### config.mk
export PLATFORM = sky130hd
export DESIGN_NAME = acs_path_metric
export DESIGN_NICKNAME = d
export VERILOG_FILES = /design/src/rtl/acs_path_metric_pkg.sv /design/src/rtl/acs_path_metric_acs_unit.sv /design/src/rtl/acs_path_metric.sv
export SDC_FILE = /design/constraint.sdc
export NUM_CORES = 1
export LEC_CHECK = 0
export ABC_AREA = 0
export BUFFER_PORTS_ARGS = -buffer_cell sky130_fd_sc_hd__buf_2
export CORE_ASPECT_RATIO = 1.4
export CORE_MARGIN = 5
export CORE_UTILIZATION = 54
export DETAILED_ROUTE_END_ITERATION = 12
export HOLD_SLACK_MARGIN = 0.06
export MAX_ROUTING_LAYER = met4
export PLACE_DENSITY = 0.78
export REMOVE_ABC_BUFFERS = 1
export SLEW_MARGIN = 20
export SYNTH_ARGS = -nofsm -noshare
export SYNTH_HDL_FRONTEND = slang
export SYNTH_SLANG_ARGS = --single-unit
export TNS_END_PERCENT = 100
### constraint.sdc
create_clock -name clk -period 6.9 [get_ports clk]
set_input_delay 1.38 -clock clk [delete_from_list [all_inputs] [get_ports clk]]
set_output_delay 1.38 -clock clk [all_outputs]
set_load 0.01 [all_outputs]
### src/rtl/acs_path_metric_pkg.sv
// ============================================================================
//  Package  : viterbi_pkg
//  Brief    : Shared trellis constants, predecessor helper and ACS FSM states
//             for the 4-state (K=3, 7/5) Viterbi decoder.
//  Revision : 1.0  initial release
// ============================================================================
`default_nettype none

package viterbi_pkg;

    localparam int NUM_STATES   = 4;
    localparam int DEF_PM_WIDTH = 6;

    typedef enum logic [0:0] {
        S_IDLE = 1'b0,
        S_RUN  = 1'b1
    } fsm_state_t;

    // Predecessor j (0/1) of next state k in the shift-register trellis.
    function automatic logic [1:0] pred(input logic [1:0] k, input logic j);
        return {k[0], j};
    endfunction

endpackage

`default_nettype wire

### src/rtl/acs_path_metric_acs_unit.sv
// ============================================================================
//  Module   : acs_unit
//  Brief    : One add-compare-select cell: two candidate sums, compare,
//             select the survivor and emit its decision bit.
//  Revision : 1.0  initial release
// ============================================================================
`default_nettype none

module acs_unit #(
    parameter int PM_WIDTH = 6
) (
    input  logic [PM_WIDTH-1:0] pm_lo,
    input  logic [PM_WIDTH-1:0] pm_hi,
    input  logic [3:0]          node,
    output logic [PM_WIDTH:0]   pm_sum,
    output logic                decision
);

    logic [PM_WIDTH:0] w_sum_lo;
    logic [PM_WIDTH:0] w_sum_hi;

    // One guard bit so the sum never wraps ahead of normalisation.
    assign w_sum_lo = {1'b0, pm_lo} + {{(PM_WIDTH-1){1'b0}}, node[1:0]};
    assign w_sum_hi = {1'b0, pm_hi} + {{(PM_WIDTH-1){1'b0}}, node[3:2]};

    // Strict compare: a tie keeps the lower predecessor.
    assign decision = (w_sum_hi < w_sum_lo);
    assign pm_sum   = decision ? w_sum_hi : w_sum_lo;

endmodule

`default_nettype wire

### src/rtl/acs_path_metric.sv
// ============================================================================
//  Module   : acs_path_metric
//  Brief    : ACS stage: four path metrics, survivor decisions, MSB-clear
//             normalisation, frame counter and best end-state report.
//  Revision : 1.0  initial release
// ============================================================================
`default_nettype none

module acs_path_metric
    import viterbi_pkg::*;
#(
    parameter int PM_WIDTH  = DEF_PM_WIDTH,
    parameter int FRAME_LEN = 64,
    parameter int INIT_PM   = 8
) (
    input  logic                clk,
    input  logic                rst,
    input  logic                st,
    input  logic                in_valid,
    input  logic [3:0]          node0,
    input  logic [3:0]          node1,
    input  logic [3:0]          node2,
    input  logic [3:0]          node3,
    output logic [PM_WIDTH-1:0] pm0,
    output logic [PM_WIDTH-1:0] pm1,
    output logic [PM_WIDTH-1:0] pm2,
    output logic [PM_WIDTH-1:0] pm3,
    output logic [3:0]          decision,
    output logic                dec_valid,
    output logic [1:0]          best_state,
    output logic                done
);

    localparam int                CNT_W  = (FRAME_LEN > 1) ? $clog2(FRAME_LEN) : 1;
    localparam logic [CNT_W-1:0]  c_last = CNT_W'(FRAME_LEN - 1);
    localparam logic [PM_WIDTH-1:0] c_init = PM_WIDTH'(INIT_PM);
    localparam logic [PM_WIDTH:0] c_half = (PM_WIDTH+1)'(1) << (PM_WIDTH - 1);

    fsm_state_t          r_state;
    fsm_state_t          w_state_nxt;
    logic [CNT_W-1:0]    r_count;
    logic [PM_WIDTH-1:0] r_pm [NUM_STATES];
    logic [3:0]          r_decision;
    logic                r_dec_valid;
    logic [1:0]          r_best;
    logic                r_done;

    logic [3:0]          w_node [NUM_STATES];
    logic [PM_WIDTH:0]   w_sum  [NUM_STATES];
    logic [PM_WIDTH-1:0] w_new  [NUM_STATES];
    logic [3:0]          w_dec;
    logic                w_all_high;
    logic [1:0]          w_best;
    logic [PM_WIDTH-1:0] w_best_pm;
    logic                w_restart;
    logic                w_accept;
    logic                w_final;

    assign w_node[0] = node0;
    assign w_node[1] = node1;
    assign w_node[2] = node2;
    assign w_node[3] = node3;

    for (genvar k = 0; k < NUM_STATES; k++) begin : g_acs
        acs_unit #(
            .PM_WIDTH (PM_WIDTH)
        ) u_acs (
            .pm_lo    (r_pm[pred(2'(k), 1'b0)]),
            .pm_hi    (r_pm[pred(2'(k), 1'b1)]),
            .node     (w_node[k]),
            .pm_sum   (w_sum[k]),
            .decision (w_dec[k])
        );
    end

    // Clearing the MSB of every metric subtracts half-range uniformly.
    always_comb begin
        w_all_high = 1'b1;
        for (int k = 0; k < NUM_STATES; k++) begin
            if (w_sum[k] < c_half) w_all_high = 1'b0;
        end
        for (int k = 0; k < NUM_STATES; k++) begin
            w_new[k] = {w_sum[k][PM_WIDTH-1] & ~w_all_high, w_sum[k][PM_WIDTH-2:0]};
        end
    end

    always_comb begin
        w_best    = 2'd0;
        w_best_pm = w_new[0];
        for (int k = 1; k < NUM_STATES; k++) begin
            if (w_new[k] < w_best_pm) begin
                w_best_pm = w_new[k];
                w_best    = 2'(k);
            end
        end
    end

    always_ff @(posedge clk or posedge rst) begin
        if (rst) r_state <= S_IDLE;
        else     r_state <= w_state_nxt;
    end

    always_comb begin
        w_state_nxt = r_state;
        case (r_state)
            S_IDLE:  if (st) w_state_nxt = S_RUN;
            S_RUN:   if (!st && in_valid && (r_count == c_last)) w_state_nxt = S_IDLE;
            default: w_state_nxt = S_IDLE;
        endcase
    end

    // A start pulse always wins over a coincident symbol.
    always_comb begin
        w_restart = st;
        w_accept  = (r_state == S_RUN) && in_valid && !st;
        w_final   = w_accept && (r_count == c_last);
    end

    always_ff @(posedge clk or posedge rst) begin
        if (rst) begin
            for (int k = 0; k < NUM_STATES; k++) r_pm[k] <= '0;
            r_count     <= '0;
            r_decision  <= '0;
            r_dec_valid <= 1'b0;
            r_best      <= '0;
            r_done      <= 1'b0;
        end else begin
            r_dec_valid <= w_accept;
            r_done      <= w_final;
            if (w_restart) begin
                r_pm[0] <= '0;
                for (int k = 1; k < NUM_STATES; k++) r_pm[k] <= c_init;
                r_count <= '0;
            end else if (w_accept) begin
                for (int k = 0; k < NUM_STATES; k++) r_pm[k] <= w_new[k];
                r_decision <= w_dec;
                r_count    <= w_final ? '0 : r_count + CNT_W'(1);
                if (w_final) r_best <= w_best;
            end
        end
    end

    assign pm0        = r_pm[0];
    assign pm1        = r_pm[1];
    assign pm2        = r_pm[2];
    assign pm3        = r_pm[3];
    assign decision   = r_decision;
    assign dec_valid  = r_dec_valid;
    assign best_state = r_best;
    assign done       = r_done;

endmodule

`default_nettype wire

==> metrics.csv <==
stage,metric,value,unit
clocking,clockRootBuffer,clkbuf_8,
layout,drive_gt1_share,41.6,%
worst_setup_path,cpPeakStageDelay,0.41,ns
logic_synthesis,synth_edf_count,0,
clocking,clk_pin_slew_worst_paths,0.08,ns
timing,fin_crit,7.30,ns
global_routing,grt_max_degree,40,
worst_setup_path,cp.required,7.10,ns
global_routing,grt_pass1_vias,4765,
routing,drt_pass1_iterations,5,
outcome,status,"complete, but fails checks",
place,place_hpwl,10.1,mm
layout,n_fill_cell,505,
die,die-height,114,um
outcome,violations,negative setup slack,
worst_setup_path,critical_path_peak_fanout,7,
timing,fin_tns_setup,-0.780,ns
logic_synthesis,synth_warnings,0,
global_routing,grt_pass1_wl,22.3,mm
clocking,cts_buffers,5,
logic_synthesis,syn_inst,500,
timing,fin_crit_sh,106,%
logic_synthesis,synth.distinct_cells,59,
clocking,clock-sinks,39,
timing,worstMarginPinSlew,0.961,ns
timing,fin_ws,-0.398,ns
clocking,cts.path.max_buffers,2,
worst_setup_path,crit_path_end_kind,flop,
clocking,cts_tree,yes,
global_routing,grt.overflow.total,0,
worst_setup_path,worstSetupStartpointType,primary input,
routing,final_antenna_net_count,0,
logic_synthesis,async_reset_ff_share,100,%
clocking,clock_latency,0.30,ns
worst_setup_path,slowest_stage,fa_2,
clocking,htree_num_levels,2,
routing,vias,4467,
global_routing,grt_usage,29.8,%
worst_setup_path,critical_path_class,in2reg,
logic_synthesis,ys.flop_type,dfrtp_1,
layout,final_cell_mix,"buf_4, nand2_1, buf_2",
worst_setup_path,cp_common_cell,buf_4,
timing,slew_headroom,35.8,%
die,die_w,84.5,um
timing,drv_slew,0,
timing,rsz0062_at_grt,yes,
routing,drc,0,
clocking,postCtsHoldBufs,0,
die,dieArea,9650,um^2
layout,layout.nets,732,
routing,totalWireLength,14.1,mm
global_routing,antenna_found_initial,0,
routing,vias_per_cell,5.96,
die,core,7650,um^2
timing,hold_viol,0,
die,io_pins,52,
logic_synthesis,synth.avg_cell_area,8.39,um^2
job,cap_violations,0,
place,numPortBuffers,51,
logic_synthesis,synthesis.area,4190,um^2
worst_setup_path,crit_arrival,7.49,ns
layout,final_common_cell,buf_4,
logic_synthesis,synth_seq_area_share,23.3,%
routing,drt-wirelength-per-cell,18.8,um
timing,fmax,137,MHz
hold_path,hp-class,reg2reg,
layout,antenna_cells,0,
die,start_util,54.8,%
timing,finalSetupViolCount,2,
logic_synthesis,ys_ff_latch,39,
die,rows,38,
place,gp_congestion,0.967,
timing,clock_skew,0.0101,ns
layout,area_growth,42.0,%
routing,drt-initial-drc-count,258,
-- cell families (layout without fill, tap and decap cells) --
family / Yosys count / count (layout) / share of synthesized area [%]
simple gates: 184 / 184 / 20.6
flops: 39 / 39 / 23.3
buf+inv: 43 / 192 / 4.12
mux: 21 / 21 / 5.10
compound gates: 115 / 115 / 19.3
fa+ha+maj: 64 / 64 / 20.5
xor+xnor: 34 / 34 / 7.10
-- layout make-up --
type                            instances  area (um^2)  share of cell area [%]
Multi-Input combinational cell        418         3570                    59.9
Timing Repair Buffer                  163         1120                    18.9
Clock inverter                          2         12.5                   0.210
Clock buffer                            6         72.6                    1.22
Inverter                               21         78.8                    1.32
Sequential cell                        39          976                    16.4
Tap cell                              100          125                    2.10
-- repair_timing --
item                                    4_1_cts  5_1_grt
buffers inserted                             19        3
gates resized for setup                      74       31
cloned                                        0        0
endpoints found under the setup margin        2        2
pin swaps                                    34       19
-- layer usage --
| metal | wire length [um] | GRT usage (%) | part of all wire (%) | up-vias |
|---|---|---|---|---|
| met4 | 1000 | 21.4 | 7.1 | 0 |
| met2 | 7540 | 53.7 | 53 | 192 |
| li1 | - | - | - | 2040 |
| met5 | 0 | - | 0 | - |
| met1 | 4900 | 28.7 | 35 | 2148 |
| met3 | 672 | 4.25 | 4.8 | 87 |
-- state kept, by name, indices dropped and copies added, names as in the netlist --
signal      count
pm0             6
pm3             6
best_state      2
r_state         1
decision        4
done            1
dec_valid       1
pm2             6
pm1             6
r_count         6
-- metrics by stage --
stage / utilization [%] / cell area, um^2 / setup WS [ns] / hold WS, ns / std cells
2_1_floorplan: - / 4100 / -0.741 / 0.454 / 478
3_3_place_gp: 67.6 / 5170 / -0.944 / 0.460 / 721
3_5_place_dp: 67.6 / 5170 / -1.24 / 0.465 / 721
4_1_cts: 75.5 / 5780 / -0.235 / 0.483 / 746
5_1_grt: 77.8 / 5960 / -0.782 / 0.518 / 749
6_report: 77.8 / 5960 / -0.398 / 0.486 / 749
-- critical path: cells and delay by family --
family / cells / cell delay [ns]
simple gates: 8 / 1.05
compound gates: 12 / 1.84
mux: 2 / 0.59
buf+inv: 5 / 0.71
xor+xnor: 1 / 0.18
fa+ha+maj: 6 / 1.70
-- path summary, 6_finish.rpt --
check | startpoint | end | slack (ns) | depth (start not counted)
max in group asynchronous | rst | pm1[5] | 5.33 | 3
max reg2reg | pm2[1] | best_state[1] | 0.28 | 34
min reg2reg | decision[0] | decision[0] | 0.49 | 2
max | node2[0] | best_state[1] | -0.40 | 34
min in group asynchronous | rst | pm0[3] | 1.19 | 3
min | decision[0] | decision[0] | 0.49 | 2
-- cell usage after synthesis, types with 2 or more instances --
| cell type | instances | area [um^2] |
|---|---|---|
| o21ai_1 | 5 | 25.0 |
| o211ai_1 | 3 | 22.5 |
| a211oi_2 | 2 | 25.0 |
| a21oi_4 | 3 | 48.8 |
| mux2i_1 | 18 | 180 |
| nand4_1 | 2 | 12.5 |
| clkbuf_1 | 16 | 60.1 |
| nor3_2 | 2 | 20.0 |
| nor3_1 | 5 | 25.0 |
| mux2_2 | 2 | 22.5 |
| nand2b_1 | 9 | 56.3 |
| fa_1 | 8 | 160 |
| ha_1 | 56 | 701 |
| nand2_1 | 70 | 263 |
| nor2b_1 | 9 | 56.3 |
| a311oi_1 | 2 | 17.5 |
| inv_1 | 21 | 78.8 |
| and2_1 | 2 | 12.5 |
| a31oi_1 | 6 | 37.5 |
| o211a_2 | 2 | 20.0 |
| dfrtp_1 | 39 | 976 |
| nor3b_1 | 2 | 15.0 |
| xnor2_1 | 15 | 131 |
| a21oi_1 | 42 | 210 |
| buf_1 | 2 | 7.51 |
| o21ai_0 | 11 | 55.1 |
| o21a_1 | 9 | 67.6 |
| nor2_1 | 42 | 158 |
| nor4_1 | 2 | 12.5 |
| a21o_1 | 6 | 45.0 |
| nand3b_1 | 4 | 30.0 |
| buf_2 | 3 | 15.0 |
| nand3_1 | 21 | 105 |
| xor2_1 | 19 | 166 |
| and3_1 | 9 | 56.3 |
| a211oi_1 | 8 | 60.1 |
Power is left out: the tool's default activity adds up to more than one toggle a clock period on the data nets, which glitch-free logic cannot reach.
